**src/rtl/guess_btn_conditioner_pkg.sv**
```systemverilog
// Shared definitions for the guess-game button front end: button count,
// the button vector type and the default timing constants.
package guess_btn_conditioner_pkg;

  // Number of physical pushbuttons feeding the game.
  localparam int NUM_BTN = 4;

  // One bit per button, bit i = button i.
  typedef logic [NUM_BTN-1:0] btn_vec_t;

  // Board defaults at the nominal system clock.
  localparam int unsigned DEFAULT_DEBOUNCE_CYCLES = 500_000;
  localparam int unsigned DEFAULT_EN_PERIOD       = 50_000_000;

  // Width needed to hold values 0..n-1, never less than one bit.
  function automatic int unsigned cnt_width(input int unsigned n);
    int unsigned w;
    w = (n > 1) ? $clog2(n) : 1;
    return w;
  endfunction

endpackage

```
**src/rtl/guess_btn_conditioner_if.sv**
```systemverilog
// Signals between the board/game side and the button conditioner.
// Handshake: there is none beyond the en strobe. en is high for exactly one
// cycle per period; b is registered and stable for that whole cycle, so the
// consumer samples b on the clock edge that ends the en cycle.
interface guess_btn_conditioner_if;
  import guess_btn_conditioner_pkg::*;

  btn_vec_t btn_raw;    // raw pushbuttons, async, bouncy, active-high
  logic     game_over;  // while high, presses are thrown away
  btn_vec_t b;          // presses accumulated in the current period
  logic     en;         // one-cycle game step pulse
  btn_vec_t btn_level;  // debounced button levels

  // Board / game FSM side.
  modport master (
    output btn_raw,
    output game_over,
    input  b,
    input  en,
    input  btn_level
  );

  // Conditioner side.
  modport slave (
    input  btn_raw,
    input  game_over,
    output b,
    output en,
    output btn_level
  );

endinterface

```
**src/rtl/guess_btn_conditioner_debounce.sv**
```systemverilog
// Single-button conditioner: 2-FF synchroniser, stability counter that only
// accepts a new level after DEBOUNCE_CYCLES consecutive differing samples,
// and a one-cycle press strobe on each clean rising edge of the level.
module btn_debounce #(
  parameter int unsigned DEBOUNCE_CYCLES = 500_000
) (
  input  logic clk,
  input  logic rst_n,
  input  logic raw_i,
  output logic level_o,
  output logic press_o
);

  // Counter must be able to reach DEBOUNCE_CYCLES-1; one extra code of
  // headroom keeps DEBOUNCE_CYCLES=1 at a legal one-bit width.
  localparam int unsigned CW = $clog2(DEBOUNCE_CYCLES + 1);
  localparam logic [CW-1:0] CNT_LAST = CW'(DEBOUNCE_CYCLES - 1);
  localparam logic [CW-1:0] CNT_ONE  = CW'(1);

  logic          sync1_q;
  logic          sync2_q;
  logic          level_q;
  logic          level_d;
  logic          level_dly_q;
  logic [CW-1:0] cnt_q;
  logic [CW-1:0] cnt_d;

  // Two-stage synchroniser for the asynchronous pin.
  always_ff @(posedge clk or negedge rst_n) begin
    if (!rst_n) begin
      sync1_q <= 1'b0;
      sync2_q <= 1'b0;
    end else begin
      sync1_q <= raw_i;
      sync2_q <= sync1_q;
    end
  end

  // Stability counter: any agreement with the current level restarts it,
  // so only an unbroken run of DEBOUNCE_CYCLES differing samples flips it.
  always_comb begin
    cnt_d   = cnt_q;
    level_d = level_q;
    if (sync2_q == level_q) begin
      cnt_d = '0;
    end else if (cnt_q == CNT_LAST) begin
      level_d = sync2_q;
      cnt_d   = '0;
    end else begin
      cnt_d = cnt_q + CNT_ONE;
    end
  end

  // Debounced level, its one-cycle-delayed copy and the counter.
  always_ff @(posedge clk or negedge rst_n) begin
    if (!rst_n) begin
      cnt_q       <= '0;
      level_q     <= 1'b0;
      level_dly_q <= 1'b0;
    end else begin
      cnt_q       <= cnt_d;
      level_q     <= level_d;
      level_dly_q <= level_q;
    end
  end

  assign level_o = level_q;
  // Rising edge of the clean level only; releases and holds give nothing.
  assign press_o = level_q & ~level_dly_q;

endmodule

```
**src/rtl/guess_btn_conditioner.sv**
```systemverilog
// Input front end for the guess game: debounces the four buttons, produces
// the periodic en step pulse and accumulates presses into b between pulses.
module guess_btn_conditioner
  import guess_btn_conditioner_pkg::*;
#(
  parameter int unsigned DEBOUNCE_CYCLES = DEFAULT_DEBOUNCE_CYCLES,
  parameter int unsigned EN_PERIOD       = DEFAULT_EN_PERIOD
) (
  input  logic                   clk,
  input  logic                   rst_n,
  guess_btn_conditioner_if.slave bus
);

  localparam int unsigned TW = cnt_width(EN_PERIOD);
  localparam logic [TW-1:0] TCNT_LAST = TW'(EN_PERIOD - 1);
  localparam logic [TW-1:0] TCNT_ONE  = TW'(1);

  btn_vec_t      level;
  btn_vec_t      press;
  btn_vec_t      b_q;
  btn_vec_t      b_d;
  logic          en_q;
  logic          en_d;
  logic [TW-1:0] tcnt_q;
  logic [TW-1:0] tcnt_d;

  // One conditioner per button.
  for (genvar i = 0; i < NUM_BTN; i++) begin : g_btn
    btn_debounce #(
      .DEBOUNCE_CYCLES (DEBOUNCE_CYCLES)
    ) u_debounce (
      .clk     (clk),
      .rst_n   (rst_n),
      .raw_i   (bus.btn_raw[i]),
      .level_o (level[i]),
      .press_o (press[i])
    );
  end

  // Period counter wraps at EN_PERIOD-1; en is registered so it is high
  // during the cycle after the counter lands on its last value.
  always_comb begin
    tcnt_d = (tcnt_q == TCNT_LAST) ? '0 : tcnt_q + TCNT_ONE;
    en_d   = (tcnt_d == TCNT_LAST);
  end

  // Accumulator: game over wipes everything; the edge that ends an en cycle
  // restarts from the current press so nothing landing on the tick is lost.
  always_comb begin
    b_d = b_q | press;
    if (bus.game_over) begin
      b_d = '0;
    end else if (en_q) begin
      b_d = press;
    end
  end

  // Tick counter, en strobe and guess register.
  always_ff @(posedge clk or negedge rst_n) begin
    if (!rst_n) begin
      tcnt_q <= '0;
      en_q   <= 1'b0;
      b_q    <= '0;
    end else begin
      tcnt_q <= tcnt_d;
      en_q   <= en_d;
      b_q    <= b_d;
    end
  end

  assign bus.b         = b_q;
  assign bus.en        = en_q;
  assign bus.btn_level = level;

endmodule
```
**src/flat_wrapper.sv**
```systemverilog
// flat-port wrapper written by rule: the top's interface ports become plain ports
module guess_btn_conditioner_flat import guess_btn_conditioner_pkg::*;
#(
  parameter int unsigned DEBOUNCE_CYCLES = DEFAULT_DEBOUNCE_CYCLES,
  parameter int unsigned EN_PERIOD       = DEFAULT_EN_PERIOD
)
  (clk, rst_n, bus_btn_raw, bus_game_over, bus_b, bus_en, bus_btn_level);
  guess_btn_conditioner_if bus_i ();
  input  logic clk;
  input  logic rst_n;
  input wire logic [$bits(bus_i.btn_raw)-1:0] bus_btn_raw;
  input wire logic [$bits(bus_i.game_over)-1:0] bus_game_over;
  output wire logic [$bits(bus_i.b)-1:0] bus_b;
  output wire logic [$bits(bus_i.en)-1:0] bus_en;
  output wire logic [$bits(bus_i.btn_level)-1:0] bus_btn_level;
  assign bus_i.btn_raw = bus_btn_raw;
  assign bus_i.game_over = bus_game_over;
  assign bus_b = bus_i.b;
  assign bus_en = bus_i.en;
  assign bus_btn_level = bus_i.btn_level;
  guess_btn_conditioner #(.DEBOUNCE_CYCLES(DEBOUNCE_CYCLES), .EN_PERIOD(EN_PERIOD)) u_core (.clk(clk), .rst_n(rst_n), .bus(bus_i));
endmodule
```
**config.mk**
```make
export PLATFORM = sky130hd
export DESIGN_NAME = guess_btn_conditioner_flat
export DESIGN_NICKNAME = d
export VERILOG_FILES = /design/src/rtl/guess_btn_conditioner_pkg.sv /design/src/rtl/guess_btn_conditioner_if.sv /design/src/rtl/guess_btn_conditioner_debounce.sv /design/src/rtl/guess_btn_conditioner.sv /design/src/flat_wrapper.sv
export SDC_FILE = /design/constraint.sdc
export NUM_CORES = 1
export LEC_CHECK = 0
export CAP_MARGIN = 10
export CELL_PAD_IN_SITES_DETAIL_PLACEMENT = 1
export CELL_PAD_IN_SITES_GLOBAL_PLACEMENT = 2
export CORE_ASPECT_RATIO = 0.75
export CORE_MARGIN = 4
export CORE_UTILIZATION = 40
export CTS_CLUSTER_SIZE = 14
export DETAILED_ROUTE_END_ITERATION = 6
export HOLD_SLACK_MARGIN = 0.08
export PLACE_DENSITY = 0.87
export SYNTH_ARGS = -nofsm -noshare
export SYNTH_HDL_FRONTEND = slang
export SYNTH_SLANG_ARGS = --single-unit
```
**constraint.sdc**
```tcl
create_clock -name clk -period 2.4 [get_ports clk]
set_input_delay 0.48 -clock clk [delete_from_list [all_inputs] [get_ports clk]]
set_output_delay 0.48 -clock clk [all_outputs]
set_load 0.02 [all_outputs]
```
Word level (Yosys, flattened, before mapping). Index checks and enable logic that the tools add are counted.

Bits in registers: 123. Output and inout bits: 9. Word-level logic and storage cells: 66.

Add/subtract/negate cells: 5. Equal/unequal tests: 10. Mux-type cells: 11. Bitwise gates (word level): 13. Reductions and logical operators: 4.

Operator list (number): $mux 19 (8); $add 19x1->19 const B (4); $eq 19x19->1 const B (4); $eq 26x26->1 const B (2); $add 26x1->26 const B (1); $mux 26 (1); $mux 4 (2); $not 1->1 (8); $reduce_and 2->1 (4); $and 1x1->1 (4); $eq 1x1->1 (4); $or 4x4->4 (1).

Logic depth before layout (Yosys ltp).
Depth after elaboration: 5. Gate-level depth with buffers: 7.

Hierarchy. A second synthesis with hierarchy kept.

Cell total of the unflattened synthesis: 602. Area, all modules: 6178.4 um2.

Modules (own cells, without submodules): btn_debounce (instances 4, cells each 107, area each 1111.1 um2); guess_btn_conditioner (instances 1, cells each 174, area each 1734.2 um2).

Worst setup path before layout. Ideal clock, no wire load.

Kind: register to register. Start: register u_core.tcnt_q[0]. End: register u_core.en_q (netlist: u_core.bus.en). Data arrival time: 2.041 ns. Data required time: 2.279 ns. Slack: 0.238 ns. Stages on the path, launching flop included: 8. Path buffers: 0. Cell sequence: dfrtp_1 > ha_1 > nor4b_1 > nand4_1 > nor4_1 > or4b_1 > nor4b_1 > and4b_1.

Cells in the longest elaborated chain, start to end: 3. Elaborated cells on any way between the ends: 4. Those cells by class: add/sub: 1; eq/ne: 2; mux: 1.

RTL lines: start: declaration (line guess_btn_conditioner.sv:24) `logic [TW-1:0] tcnt_q;`; start signal: assignment (line guess_btn_conditioner.sv:65) `tcnt_q <= tcnt_d;`; $add 26x1->26 / $eq 26x26->1 (equally long branches) (line guess_btn_conditioner.sv:43) `tcnt_d = (tcnt_q == TCNT_LAST) ? '0 : tcnt_q + TCNT_ONE;`; $mux 26 (*) (line guess_btn_conditioner.sv:43); $eq 26x26->1 (*) (line guess_btn_conditioner.sv:44) `en_d = (tcnt_d == TCNT_LAST);`; named net u_core.en_d (line guess_btn_conditioner.sv:23) `logic en_d;`; end signal: assignment (line guess_btn_conditioner.sv:66) `en_q <= en_d;`; end: declaration (line guess_btn_conditioner.sv:22) `logic en_q;`.

Mark *: on every way through the listed nets, which the timed path passes. The rest lies on a longest branch. A chain may end at the register's enable or synchronous reset.

Worst setup path in the final report.
Start: register u_core.tcnt_q[16]. End: register u_core.en_q (netlist: u_core.bus.en).

Same word-level chain as after synthesis.

==> metrics.md <==
| Metric | Value |
|---|---|
| Finished Core Util | 0.488 |
| Die height | 112 microns |
| NumNets Final | 610 |
| Via density | ~5.1 |
| Synth top area cells | dfrtp_1, xnor2_1, nor2_1 |
| CTS buffer count | 17 |
| Ys Warns | 0 |
| Maximum clock insertion buffer count | 2 |
| DPL Wire Length | between 8000 and 9000 microns |
| Area share of the largest cell type after synthesis | 0.533 |
| Port bufs | 15 |
| Final Hold Fails | 0 |
| Critical Path End Type | flip-flop |
| Drt wl/cell | 15.6 microns |
| WS Path Type | reg2reg |
| Setup TNS | 0 ns |
| Top-count cell post-synth | dfrtp_1 |
| Reg2reg end | u_core.bus.en |
| Asr flop ratio synth | 1.00 |
| Area grow syn2layout | 17.9% |
| Post-synthesis sequential area ratio | 0.533 |
| Dominant cell type by area after synthesis | dfrtp_1 |
| TritonCTS clock tree | yes |
| Synthesized cell area | between 5000 and 6000 sq um |
| Slew @ Worst Pin | ~0.67 ns |
| Hold buffers post-CTS | 0 |
| Arrival @ worst endpoint | about 2.6 ns |
| Worst path required time | 2.75 ns |
| Post-synth EDFFs | 0 |
| Period utilisation layout | 0.953 |
| H-tree lvl count | 4 |
| Die width | around 150 microns |
| Antenna-violating nets left | 0 |
| Rows | 37 |
| Remaining DRCs | 0 |
| Layout cells sized above 1 | 0.0936 |
| Lkg Pwr | approximately 2.8 nW |
| Gate power share | 0.024 |
| Worst hold path type | in2async |
| Reg power frac | 0.428 |
| Antenna Cells | 0 |
| I/O Pins | 16 |
| Iter 0 DRT Violations | 189 |
| Final instance area | ~6800 sq um |
| Final Wtd Congestion | 0.794 |
| Synth Area per Inst | approximately 10 sq um |
| Initial antenna violation count | 0 |
| Psw | slightly below 0.001 W |
| Cells after Synth | about 570 |
| Net Sw Frac | 0.199 |
| Largest net degree at the start of global routing | 51 |
| Final Skew | roughly 0.0054 ns |
| Max-cap violation count | 0 |
| Starting density of the core | 0.414 |
| Status | complete, no violations |
| CP Launch Type | flip-flop |
| Final wirelength | between 10000 and 15000 microns |
| Clock power share | 0.548 |
| R2r setup slk | roughly 0.11 ns |
| RSZ-0062 raised after global routing | false |
| Period minus WS final | between 2 and 2.5 ns |
| P_int | 0.00396 W |
| Total Routing Usage GR | 0.167 |
| Root Driver | clkbuf_16 |
| Clock Sinks | roughly 120 |
| Final Max Tran Viols | 0 |
| Dpl cell area | around 6000 sq um |
| Insertion delay to the later sink of the worst-skew pair | 0.41 ns |
| Core Footprint | 13900 sq um |
| Post-CTS setup buffer count | 0 |
| Flops & latches, synth | 123 |
| First-pass GRT wire length | between 20000 and 25000 microns |
| Vias post-DR | ~4000 |
| Setup Viol. Count Final | 0 |
| Worst rel slew slack | 0.554 |
| Cts repair resizes | 0 |
| Drt first pass iters | 4 |
| Startpoint of the worst register-to-register path | u_core.tcnt_q[16] |
| Gr ovfl total | 0 |
| Top cells by count, synth | dfrtp_1, nor2_1, xnor2_1 |
| Top_reg_cell synth | dfrtp_1 |
| P per Cell Area | between 700 and 800 nW/um^2 |
| Fmax | between 400 and 500 MHz |
| Die area | 16400 sq um |
| Clock-pin transition on the worst setup and hold timing paths | ~0.050 ns |
| Syn nets | ~600 |
| Worst VDD drop | a little under 500 uV |
| Post-synthesis cell type count | 43 |
| Worst-path fanout max | 4 |
| Worst r2r path cells | 6 |
| Vias in the first global route | 4426 |
[cell families after synthesis]
family	synth area share
adders and majority gates	0.0108
xor gates and xnor gates	0.142
DFF	0.533
and+or+nand+nor	0.261
muxes	0.0132
AOI/OAI and AO/OA	0.0156
buffers and inverters	0.0238
[cell type report]
| cell class | count | area [sq um] |
|---|---|---|
| Clock inverter | 8 | 140 |
| Timing Repair Buffer | 23 | 233 |
| Inverter | 12 | 45.0 |
| Sequential cell | 123 | 3080 |
| Multi-Input combinational cell | 421 | 2580 |
| Clock buffer | 22 | 484 |
| Fill cell | 1493 | 7130 |
| Tap cell | 195 | 244 |
[stage by stage]
| step | cells | hold WS (ns) | worst slack [ns] | total power (W) |
|---|---|---|---|---|
| CTS | 804 | 0.113 | 0.0937 | 0.00503 |
| floorplan | 574 | 0.184 | 0.238 | 0.00220 |
| finish | 804 | 0.105 | 0.113 | 0.00495 |
| detailed placement | 774 | 0.338 | 0.145 | 0.00228 |
| global placement | 774 | 0.333 | 0.176 | 0.00227 |
| global route | 804 | 0.132 | 0.00615 | 0.00519 |
[sequential cells by signal (all words and copies together) (netlist names)]
signal / flops
u_core.bus.en: 1
u_core.g_btn.u_debounce.level_o: 4
u_core.g_btn.u_debounce.cnt_q: 76
u_core.g_btn.u_debounce.sync1_q: 4
u_core.g_btn.u_debounce.sync2_q: 4
u_core.bus.b: 4
u_core.tcnt_q: 26
u_core.g_btn.u_debounce.level_dly_q: 4
[power by group through the flow]
| stage | clock, W | combinational, W | sequential [W] |
|---|---|---|---|
| 2_1_floorplan | 0 | 0.0000502 | 0.00215 |
| 3_3_place_gp | 0 | 0.000117 | 0.00215 |
| 3_5_place_dp | 0 | 0.000121 | 0.00216 |
| 4_1_cts | 0.00279 | 0.000123 | 0.00212 |
| 5_1_grt | 0.00293 | 0.000136 | 0.00212 |
| 6_report | 0.00271 | 0.000117 | 0.00212 |
[worst max-delay path, stage by stage, from the launching register on]
cell	delay [ns]
dfrtp_1	0.41
and4bb_1	0.31
nand3_2	0.10
or4b_1	0.47
or4b_1	0.51
nor4b_2	0.22
and4b_1	0.21
[layer usage]
| metal | global-route usage | part of all wire | vias up |
|---|---|---|---|
| li1 | - | - | 1982 |
| met1 | 0.226 | 0.49 | 2059 |
| met2 | 0.258 | 0.46 | 33 |
| met3 | 0.0460 | 0.029 | 13 |
| met4 | 0.0608 | 0.014 | 0 |
| met5 | 0 | 0 | - |
[placed cells by master (no fill, tap or decap), types with 7 or more instances in the layout]
master	count
dfrtp_1	123
nor2_1	113
xnor2_1	55
nand3_1	44
xor2_1	37
nand2_1	35
nand4_1	20
clkbuf_16	17
nor3_1	16
clkdlybuf4s50_1	14
inv_1	12
nor4_1	11
and3_1	9
nand2b_1	9
and4_1	8
a21oi_1	8
buf_4	7
[how the worst max path moves through the flow]
stage	startpoint	to	slack, ns
after floorplan	u_core.tcnt_q[0]	u_core.bus.en	0.24
after detailed placement	u_core.tcnt_q[16]	u_core.bus.en	0.15
final	u_core.tcnt_q[16]	u_core.bus.en	0.11
after global placement	u_core.tcnt_q[16]	u_core.bus.en	0.18
after CTS	u_core.tcnt_q[16]	u_core.bus.en	0.09
after global routing	u_core.tcnt_q[1]	u_core.bus.en	0.006
No activity file was read; power rests on OpenSTA's default activity.
